--- src/rtl/yutorina_bus_master_if_pkg.sv ---
// Shared definitions for the bus master interface: FSM state encoding and bus polarities.
// Latency: n/a (definitions only).
// Backpressure: n/a (definitions only).
package yutorina_bus_master_if_pkg;

    // Width of the bus interface state register.
    localparam int BUS_IF_STATE_W = 2;

    // Bus master interface FSM states.
    typedef enum logic [BUS_IF_STATE_W-1:0] {
        BUS_IF_STATE_IDLE   = 2'd0,
        BUS_IF_STATE_REQ    = 2'd1,
        BUS_IF_STATE_ACCESS = 2'd2,
        BUS_IF_STATE_STALL  = 2'd3
    } bus_if_state_t;

    // Direction encoding on bus_rw.
    localparam logic BUS_READ  = 1'b1;
    localparam logic BUS_WRITE = 1'b0;

    // Active-low bus control levels.
    localparam logic ENABLE_  = 1'b0;
    localparam logic DISABLE_ = 1'b1;

    // Reset is active-high.
    localparam logic RESET_ENABLE = 1'b1;

endpackage

--- src/rtl/yutorina_bus_master_if.sv ---
// Bus master interface: issues one pipeline load/store as a single req/grant + strobe/ready bus transaction.
// Latency: 3 cycles minimum (request, strobe, ready) with a parked grant; +1 per cycle of grant or ready wait.
// Backpressure: busy stalls the pipeline until ready; pipeline stall holds the read result in STALL.
module yutorina_bus_master_if
    import yutorina_bus_master_if_pkg::*;
#(
    parameter int ADDR_W = 30,
    parameter int DATA_W = 32
) (
    input  logic              clk,
    input  logic              rst,
    input  logic              stall,
    input  logic              flush,
    input  logic              req_access,
    input  logic [ADDR_W-1:0] addr,
    input  logic              rw,
    input  logic [DATA_W-1:0] wr_data,
    output logic [DATA_W-1:0] rd_data,
    output logic              busy,
    output logic              bus_req_,
    input  logic              bus_grnt_,
    output logic [ADDR_W-1:0] bus_addr,
    output logic              bus_as_,
    output logic              bus_rw,
    output logic [DATA_W-1:0] bus_wr_data,
    input  logic [DATA_W-1:0] bus_rd_data,
    input  logic              bus_rdy_
);

    bus_if_state_t     state;
    logic [DATA_W-1:0] rd_data_q;

    // Transaction FSM; every bus-facing output is a register updated here.
    always_ff @(posedge clk) begin
        if (rst == RESET_ENABLE) begin
            state       <= BUS_IF_STATE_IDLE;
            bus_req_    <= DISABLE_;
            bus_as_     <= DISABLE_;
            bus_addr    <= '0;
            bus_rw      <= BUS_READ;
            bus_wr_data <= '0;
            rd_data_q   <= '0;
        end else begin
            unique case (state)
                BUS_IF_STATE_IDLE: begin
                    // Latch the request so the bus sees stable values even if the pipeline moves on.
                    if (req_access && !flush) begin
                        bus_addr    <= addr;
                        bus_rw      <= rw;
                        bus_wr_data <= wr_data;
                        bus_req_    <= ENABLE_;
                        state       <= BUS_IF_STATE_REQ;
                    end
                end
                BUS_IF_STATE_REQ: begin
                    // A flush can still cancel here because nothing is on the bus yet.
                    if (flush) begin
                        bus_req_ <= DISABLE_;
                        state    <= BUS_IF_STATE_IDLE;
                    end else if (bus_grnt_ == ENABLE_) begin
                        bus_as_ <= ENABLE_;
                        state   <= BUS_IF_STATE_ACCESS;
                    end
                end
                BUS_IF_STATE_ACCESS: begin
                    // Strobe is a single-cycle pulse; the request is held until the slave answers.
                    // Flush is deliberately ignored: the slave transaction must complete.
                    bus_as_ <= DISABLE_;
                    if (bus_rdy_ == ENABLE_) begin
                        rd_data_q <= bus_rd_data;
                        bus_req_  <= DISABLE_;
                        state     <= stall ? BUS_IF_STATE_STALL : BUS_IF_STATE_IDLE;
                    end
                end
                BUS_IF_STATE_STALL: begin
                    // Hold the result and never re-issue while the pipeline is frozen.
                    if (!stall) begin
                        state <= BUS_IF_STATE_IDLE;
                    end
                end
                default: begin
                    state <= BUS_IF_STATE_IDLE;
                end
            endcase
        end
    end

    // Stall request to the pipeline and read data bypass in the ready cycle.
    always_comb begin
        busy    = 1'b0;
        rd_data = rd_data_q;
        unique case (state)
            BUS_IF_STATE_IDLE:   busy = req_access && !flush;
            BUS_IF_STATE_REQ:    busy = !flush;
            BUS_IF_STATE_ACCESS: begin
                busy = (bus_rdy_ == DISABLE_);
                if (bus_rdy_ == ENABLE_) begin
                    rd_data = bus_rd_data;
                end
            end
            default: busy = 1'b0;
        endcase
    end

endmodule

--- config.mk ---
export PLATFORM = sky130hd
export DESIGN_NAME = yutorina_bus_master_if
export DESIGN_NICKNAME = d
export VERILOG_FILES = /design/src/rtl/yutorina_bus_master_if_pkg.sv /design/src/rtl/yutorina_bus_master_if.sv
export SDC_FILE = /design/constraint.sdc
export NUM_CORES = 1
export LEC_CHECK = 0
export BUFFER_PORTS_ARGS = -buffer_cell sky130_fd_sc_hd__buf_2
export CORE_UTILIZATION = 49
export DETAILED_ROUTE_END_ITERATION = 8
export PLACE_DENSITY = 0.85
export SLEW_MARGIN = 10
export SYNTH_ARGS = -nofsm -noshare
export SYNTH_HDL_FRONTEND = slang
export SYNTH_SLANG_ARGS = --single-unit
export TNS_END_PERCENT = 20
--- constraint.sdc ---
create_clock -name clk -period 5.4 [get_ports clk]
set_input_delay 1.35 -clock clk [delete_from_list [all_inputs] [get_ports clk]]
set_output_delay 1.35 -clock clk [all_outputs]
set_load 0.02 [all_outputs]
======== Yosys cells after proc, flatten, opt, wreduce, memory -nomap -nowiden ========
Index checks and enable logic that the tools add are counted.
storage, ports and cells
  flip-flop bits (word level) ............. 99
  latch bits .............................. 0
  bits in writable memories ............... 0
  bits in read-only memories .............. 0
  output and inout port bits .............. 98
  logic and storage cells ................. 43
  memories ................................ 0
cells by class
  add/subtract/negate cells ............... 0
  multiply operators ...................... 0
  divide/modulo/power cells ............... 0
  $lt $le $gt $ge ......................... 0
  eq/ne operators ......................... 10
  shift operators ......................... 0
  multiplexer cells ....................... 17
  bitwise logic cells ..................... 0
  reductions and logical operators ........ 9
operators by type and width
  kind                                           number
  two-way mux 32 bit                             2
  two-way mux 2 bit                              6
  inequality test 2 bit, second input constant   6
  case mux 2 bit (4 select lines)                1
  AND reduction 4 bit                            2
  case mux 1 bit (3 select lines)                2
  two-way mux 1 bit                              5
  == test 2 bit, second input constant           2
  inequality test 3 bit, second input constant   1
  AND reduction 3 bit                            1
  nonzero test 3 bit                             1
  == test 2 x 1 -> 1 bit, second input constant  1
  zero test 2 bit                                1
  case mux 1 bit (2 select lines)                1
  AND reduction 2 bit                            1
  nonzero test 2 bit                             1
  logical AND 1 bit                              1
  zero test 1 bit                                1

======== Depth between registers and ports, before layout ========
Gate-level depths: netlist of run 1.
  word-level depth ........................ 4
  mapped depth ............................ 7

======== Worst setup path after synthesis of run 1 ========
Ideal clock, no wire load.
  kind .................................... input to output
  start point ............................. input bus_rdy_
  end point ............................... output rd_data[5]
  data arrival time ....................... 2.094 ns
  data required time ...................... 4.050 ns
  slack ................................... 1.956 ns
  cell stages on the path ................. 4
  buffers on the path ..................... 2
  path through ............................ nand2b_1 buf_6 buf_12 mux2_4
between the ends
  cells in the longest elaborated chain, start to end .. 2
RTL lines
  what                line                          text
  from (decl)         yutorina_bus_master_if.sv:27  input logic bus_rdy_
  two-way mux 32 bit  -
  two-way mux 32 bit  yutorina_bus_master_if.sv:92  unique case (state)
  to (decl)           yutorina_bus_master_if.sv:18  output logic [DATA_W-1:0] rd_data,
No other way between the ends.

======== Worst setup path in the final report of run 1 ========
  start point ............................. input bus_rdy_
  end point ............................... output rd_data[31]
Same word-level chain as after synthesis.

==> metrics.txt, run 1 <==
die area about 8400 sq um; Worst-path clk slew ~90 ps; Placement Setup Slack 1180 ps; crit-path max FO 32; Max Slew Vio Count 0; post-route cell area 5060 sq um; post-synthesis cell area 3920 sq um; largest family of logic cells by synthesized area simple AND/OR/NAND/NOR gates; Final Skew 11.1 ps; Synth area leaders dfxtp_1 51%, nand2_1 12%, mux2_4 11%, a21oi_1 8.0%, and2_1 4.9%; vias in the first global route 3179; critical-path cell list buf_2 > nand2b_2 > mux2_2 > buf_2; worst-skew pair later-pin latency 350 ps; layout cells sized above 1 41.9%; Crit. End Element output pin; commonest non-fill, non-tap cell in the layout buf_2; Root Buffer clkbuf_8; top cell type's share of synthesized area 50.5%; post-route clock period utilization 78.2%; CP peak stage delay 820 ps; Syn Inst Count 419; Die Span X around 91 um; Global Route Usage Sum a little over a fifth; Data arrival, critical path 2880 ps; CP max stage cell nand2b_2; Layout fillers 645; number of diodes 0; global route overflow 0; cell mode on critical path buf_2; vias post-DR ~3400; dpl cell area 4890 sq um; # resized after CTS 0; Vias/cell approximately 4.8; final setup violation count 0; # rows 32; Syn. warnings 0; leading area contributor after synthesis dfxtp_1; Iteration-0 DRC Markers 114; Final min period roughly 4200 ps; Simple-Gate Fraction of Synth Area between 20% and 30%; post-synthesis cell type count 30; Total Neg Setup Slack 0 ps; Worst setup SP type primary input; Max-slew headroom between 20% and 30%; Post-Syn Nets 528; status finished clean; Detailed Routing Iterations Pass 1 4; Final WS setup 1170 ps; Longest Clk Path Bufs 2; Layout area overhead 29.1%; Seq/Total Area, Yosys roughly half; RSZ-0062 raised after global routing false; IO buf count 199; Fmax 237 MHz; initial antenna violation count 0; actual slew at the worst max-slew pin 1070 ps; chip height 91.5 um; Worst Path Required 4050 ps; Final GP Congestion 0.808; Pwr per Cell Area 279 nW/um^2; final hold violations 0; Initial Util about 50%; CTS tree built; per-cell routed wire length 12.9 um; Hold-fix buffers, CTS 0; flops & latches, synth 99; CTS Buf Count 9; CTS H-tree depth 3; detailed placement HPWL 6.68 mm; clock sink count 99; residual DRC count 0; max cap viols 0; CORE AREA 7730 sq um; mux share of post-synthesis cell area 12.6%; adder-cell share of the synthesized area around 2.2%; # nets final roughly 710; Synth Area per Inst 9.36 sq um; Antenna Violating Nets Remaining 0; Synth Area in Compound Gates around 9.7%; most frequent cells in the layout 199 x buf_2, 127 x nand2_1, 99 x dfxtp_1; crit path kind in2out; pin count of the biggest net entering global routing 68; VDD IR-drop max 207 uV; final wirelength 9.18 mm; Post-CTS Setup Bufs 0; leakage power between 2 and 3 nW; fin util 65.5%; Hold Crit Class reg2reg; xor/xnor cell area share of the yosys netlist 0%; first-pass GRT wire length 14.8 mm; num ports 200
## critical path: cells and delay by family
family | cells | cell delay, ps
and+or+nand+nor | 1 | 820
muxes | 1 | 430
buffers and inverters | 2 | 260
## per-stage QoR
step | total power, W | hold WS, ps | instances
3_3_place_gp | 0.00101 | 439 | 695
5_1_grt | 0.00148 | 475 | 711
2_1_floorplan | 0.000930 | 483 | 419
4_1_cts | 0.00143 | 457 | 711
3_5_place_dp | 0.00102 | 444 | 695
6_report | 0.00141 | 456 | 711
## area by class of cell
| class | count | area, sq um | area share, % |
|---|---|---|---|
| Sequential cell | 99 | 1980 | 39.1 |
| Multi-Input combinational cell | 289 | 1760 | 34.7 |
| Timing Repair Buffer | 202 | 1020 | 20.1 |
| Clock buffer | 11 | 131 | 2.59 |
| Tap cell | 102 | 128 | 2.52 |
| Clock inverter | 5 | 38.8 | 0.766 |
| Inverter | 3 | 11.3 | 0.222 |
## cells by family (layout without fill, tap and decap cells)
kind of cell | count (synthesis) | count (layout)
AND/OR/NAND/NOR | 177 | 177
flip-flops | 99 | 99
AO/OA/AOI/OAI | 71 | 71
multiplexers | 34 | 34
buffers and inverters | 31 | 221
adder cells (fa/ha/maj) | 7 | 7
## cells in the mapped netlist
library cell  count
a2111oi_2         1
a211oi_1          1
a21oi_1          63
a221o_1           1
a221oi_1          1
a22o_2            1
and2_1           31
and2_2            2
and2_4            1
and3b_1           1
buf_12            3
buf_2            14
buf_6             1
clkbuf_1         10
dfxtp_1          99
ha_1              7
inv_1             3
mux2_2            2
mux2_4           30
mux2i_1           2
nand2_1         127
nand2b_1          2
nand3_1           1
nand3b_1          1
nor2_1            5
nor2b_1           3
nor3_1            1
nor4b_1           1
nor4bb_1          1
o21ai_0           3
## sequential cells by signal, indices dropped and copies added (netlist names)
name and cells:
bus_wr_data 32, rd_data_q 32, bus_addr 30, state 2, bus_as_ 1, bus_req_ 1
bus_rw 1
## where the power goes
group / internal (W) / total (W) / switching [W]
combinational: 0.0000874 / 0.000220 / 0.000133
clock: 0.000169 / 0.000413 / 0.000243
sequential: 0.000761 / 0.000778 / 0.0000167
## per-layer routing
layer / wire [um] / GRT usage, %
met4: 149 / 7.01
met5: 0 / 0
met2: 4570 / 38.3
met1: 3880 / 26.3
met3: 572 / 5.61
## final timing paths
check	from	cells after the start	to	slack [ps]
min	bus_wr_data[6]	2	bus_wr_data[6]	460
max reg2reg	state[0]	5	rd_data_q[31]	2950
max	bus_rdy_	4	rd_data[31]	1170
min reg2reg	bus_wr_data[6]	2	bus_wr_data[6]	460
(Power assumes the default switching activity.)
==> inputs of run 2 (changes only) <==
Settings changed: ABC_AREA from default to 1, CORE_UTILIZATION 49 to 42, PLACE_DENSITY 0.85 to 0.77.
Clock period 5.4 ns to 3.85 ns, I/O delays scaled along.
==> metrics.txt, run 2 <==
power consumption 0.00332 W (was 0.00141 W); initial antenna violation count 0 (unchanged); most frequent cells in the layout 199 x buf_2, 166 x nand2_1, 99 x dfxtp_1 (was 199 x buf_2, 127 x nand2_1, 99 x dfxtp_1); actual slew at the worst max-slew pin 834 ps (was 1070 ps); Vias/cell 4.51 (was 4.83); Fmax 301 MHz; crit-path max FO 64 (was 32); post-route clock period utilization 86.3%; Post-Layout Cell Count 841 (was 711); Pwr per Cell Area 633 nW/um^2 (was 279 nW/um^2); Die Span X 101 um (was 91.5 um); Hold Crit Class reg2reg (unchanged); placed insts 826 (was 695); Total Neg Setup Slack 0 ps (unchanged); CORE AREA 9370 sq um (was 7730 sq um); Detailed Routing Iterations Pass 1 4 (unchanged); leakage power 2.85 nW (was 2.54 nW); Top FF cell, synth dfxtp_1 (unchanged); Worst-path clk slew 100 ps (was 90 ps); Synth area leaders dfxtp_1 48%, nand2_1 15%, a21oi_1 7.8%, o21ai_2 6.8%, inv_1 6.5% (was dfxtp_1 51%, nand2_1 12%, mux2_4 11%, a21oi_1 8.0%, and2_1 4.9%); Crit. End Element output pin (unchanged); Syn. warnings 0 (unchanged); critical-path cell list inv_1 > ha_1 > nand2_4 > nand2_1 > o21ai_2 > inv_1 > buf_2 (was buf_2 > nand2b_2 > mux2_2 > buf_2); Iteration-0 DRC Markers 83 (was 114); worst r2r dst bus_wr_data[3] (was rd_data_q[31]); CTS H-tree depth 3 (unchanged); top flop regs bus_wr_data (32), rd_data_q (32), bus_addr (30) (unchanged); Post-Syn Nets 635 (was 528); layout cells sized above 1 37.1% (was 41.9%); RSZ-0062 raised after global routing false (unchanged); vias in the first global route 3577 (was 3179); Final min period 3320 ps; CTS Buf Count 9 (unchanged); Final GP Congestion 0.785 (was 0.808); # resized after CTS 0 (unchanged); number of synthesized flops with an enable pin 0 (unchanged); first-pass GRT wire length 15.1 mm (was 14.8 mm); Worst setup endpoint rd_data[23] (was rd_data[31]); Layout fillers 928 (was 645); pin count of the biggest net entering global routing 65 (was 68); Reg-to-Reg Start state[0] (unchanged); ys async rst share 0% (unchanged); leading area contributor after synthesis dfxtp_1 (unchanged); global route overflow 0 (unchanged); Syn Inst Count 526 (was 419); # rows 35 (was 32); flops & latches, synth 99 (unchanged); commonest non-fill, non-tap cell in the layout buf_2 (unchanged); WP buf/inv 3 (was 2); Post-CTS Setup Bufs 0 (unchanged); crit path kind reg2out (was in2out); final hold violations 0 (unchanged); per-cell routed wire length 11.2 um (was 12.9 um); max cap viols 0 (unchanged); cell mode on critical path inv_1 (was buf_2); CP startpoint state[0] (was bus_rdy_); chip height 101 um (was 91.5 um); Final Skew 9.64 ps (was 11.1 ps); r2r setup slk 1520 ps (was 2950 ps); Seq/Total Area, Yosys 48.2% (was 50.5%); Global Route Usage Sum 18.4% (was 22.0%); vias post-DR 3790 (was 3435); Worst setup SP type flop (was primary input); IO buf count 199 (unchanged); Hold-fix buffers, CTS 0 (unchanged); most frequent cell after synthesis nand2_1 (unchanged); Max-slew headroom 44.4% (was 28.5%); Synth Area per Inst 7.81 sq um (was 9.36 sq um); post-synthesis cell area 4110 sq um (was 3920 sq um); status finished clean (unchanged); Antenna Violating Nets Remaining 0 (unchanged); CP max stage cell nand2_4 (was nand2b_2); Layout area overhead 27.7% (was 29.1%); Data arrival, critical path 2360 ps (was 2880 ps); # nets final 817 (was 713); Initial Util 43.8% (was 50.8%); CP peak stage delay 630 ps (was 820 ps); CTS tree built (unchanged); detailed placement HPWL 6.76 mm (was 6.68 mm); synth cell count leaders 166 x nand2_1, 99 x dfxtp_1, 71 x inv_1 (was 127 x nand2_1, 99 x dfxtp_1, 63 x a21oi_1); die area 10200 sq um (was 8370 sq um); num ports 200 (unchanged); clock sink count 99 (unchanged); Longest Clk Path Bufs 2 (unchanged); Root Buffer clkbuf_8 (unchanged); Crit path depth 7 (was 4); cell family with the largest share of critical-path delay simple AND/OR/NAND/NOR gates (unchanged); top cell type's share of synthesized area 48.2% (was 50.5%); number of diodes 0 (unchanged); worst-case reg-to-reg path depth 7 (was 5); post-synthesis cell type count 22 (was 30); final wirelength 9.41 mm (was 9.18 mm); VDD IR-drop max 463 uV (was 207 uV); residual DRC count 0 (unchanged); final setup violation count 0 (unchanged); worst-skew pair later-pin latency 350 ps (about the same); Max Slew Vio Count 0 (unchanged); Worst Path Required 2890 ps (was 4050 ps)
## run 2: cell types whose count changed after synthesis, sizes merged, moves of 5 or more
cell / previous run / this run
mux2: 32 / 0
inv: 3 / 73
nor2: 5 / 36
nand2: 127 / 175
o21ai: 3 / 32
and2: 34 / 1
nand3: 1 / 6
buf: 18 / 23
## run 2: worst min path at each step
stage | start | endpoint | slack (ps) | cells after the start
2_1_floorplan | rd_data_q[17] | rd_data_q[17] | 500 | 4
3_3_place_gp | bus_as_ | bus_as_ | 440 | 2
3_5_place_dp | bus_addr[18] | bus_addr[18] | 450 | 2
4_1_cts | bus_addr[18] | bus_addr[18] | 470 | 2
5_1_grt | bus_addr[17] | bus_addr[17] | 490 | 2
6_report | bus_addr[0] | bus_addr[0] | 470 | 2
## run 2: power by group
group | internal, W | switching (W)
sequential | 0.00119 | 0.0000719
clock | 0.000384 | 0.000347
combinational | 0.000446 | 0.000884
total | 0.00202 | 0.00130
## run 2: layout make-up
cell class | instances | area (sq um) | share of cell area (%)
clock inverter | 5 | 85.1 | 1.62
tap | 129 | 161 | 3.08
timing repair buffer | 201 | 1020 | 19.5
sequential | 99 | 1980 | 37.8
clock buffer | 10 | 138 | 2.62
inverter | 73 | 277 | 5.27
multi-input combinational | 324 | 1580 | 30.2
## run 2: tightest hold or removal path, cell delays in order, from the launching register on
cell and delay [ps]:
dfxtp_1 320, nand2_1 60, a21oi_1 50
## run 2: metal layers
| layer | track usage (%) | wire length [um] | up-vias |
|---|---|---|---|
| met5 | 0 | 0 | - |
| met4 | 7.36 | 177 | 0 |
| met3 | 2.70 | 388 | 17 |
| met2 | 35.9 | 4800 | 102 |
| met1 | 19.7 | 4050 | 1714 |
| li1 | - | - | 1957 |
## run 2: through the flow
stage	worst slack [ps]	utilization, %	cell area [sq um]	hold WS, ps
after detailed placement	656	53.6	5030	454
after global placement	701	53.6	5030	445
after floorplan	1250	-	4110	500
after global routing	345	56.0	5250	485
after CTS	506	56.0	5250	467
final	526	56.0	5250	465
## run 2: kinds of logic after synthesis
kind of cell	share of synthesized area [%]
simple gates	21.6
buf+inv	13.2
flops	48.2
compound gates	14.8
fa+ha+maj	2.13
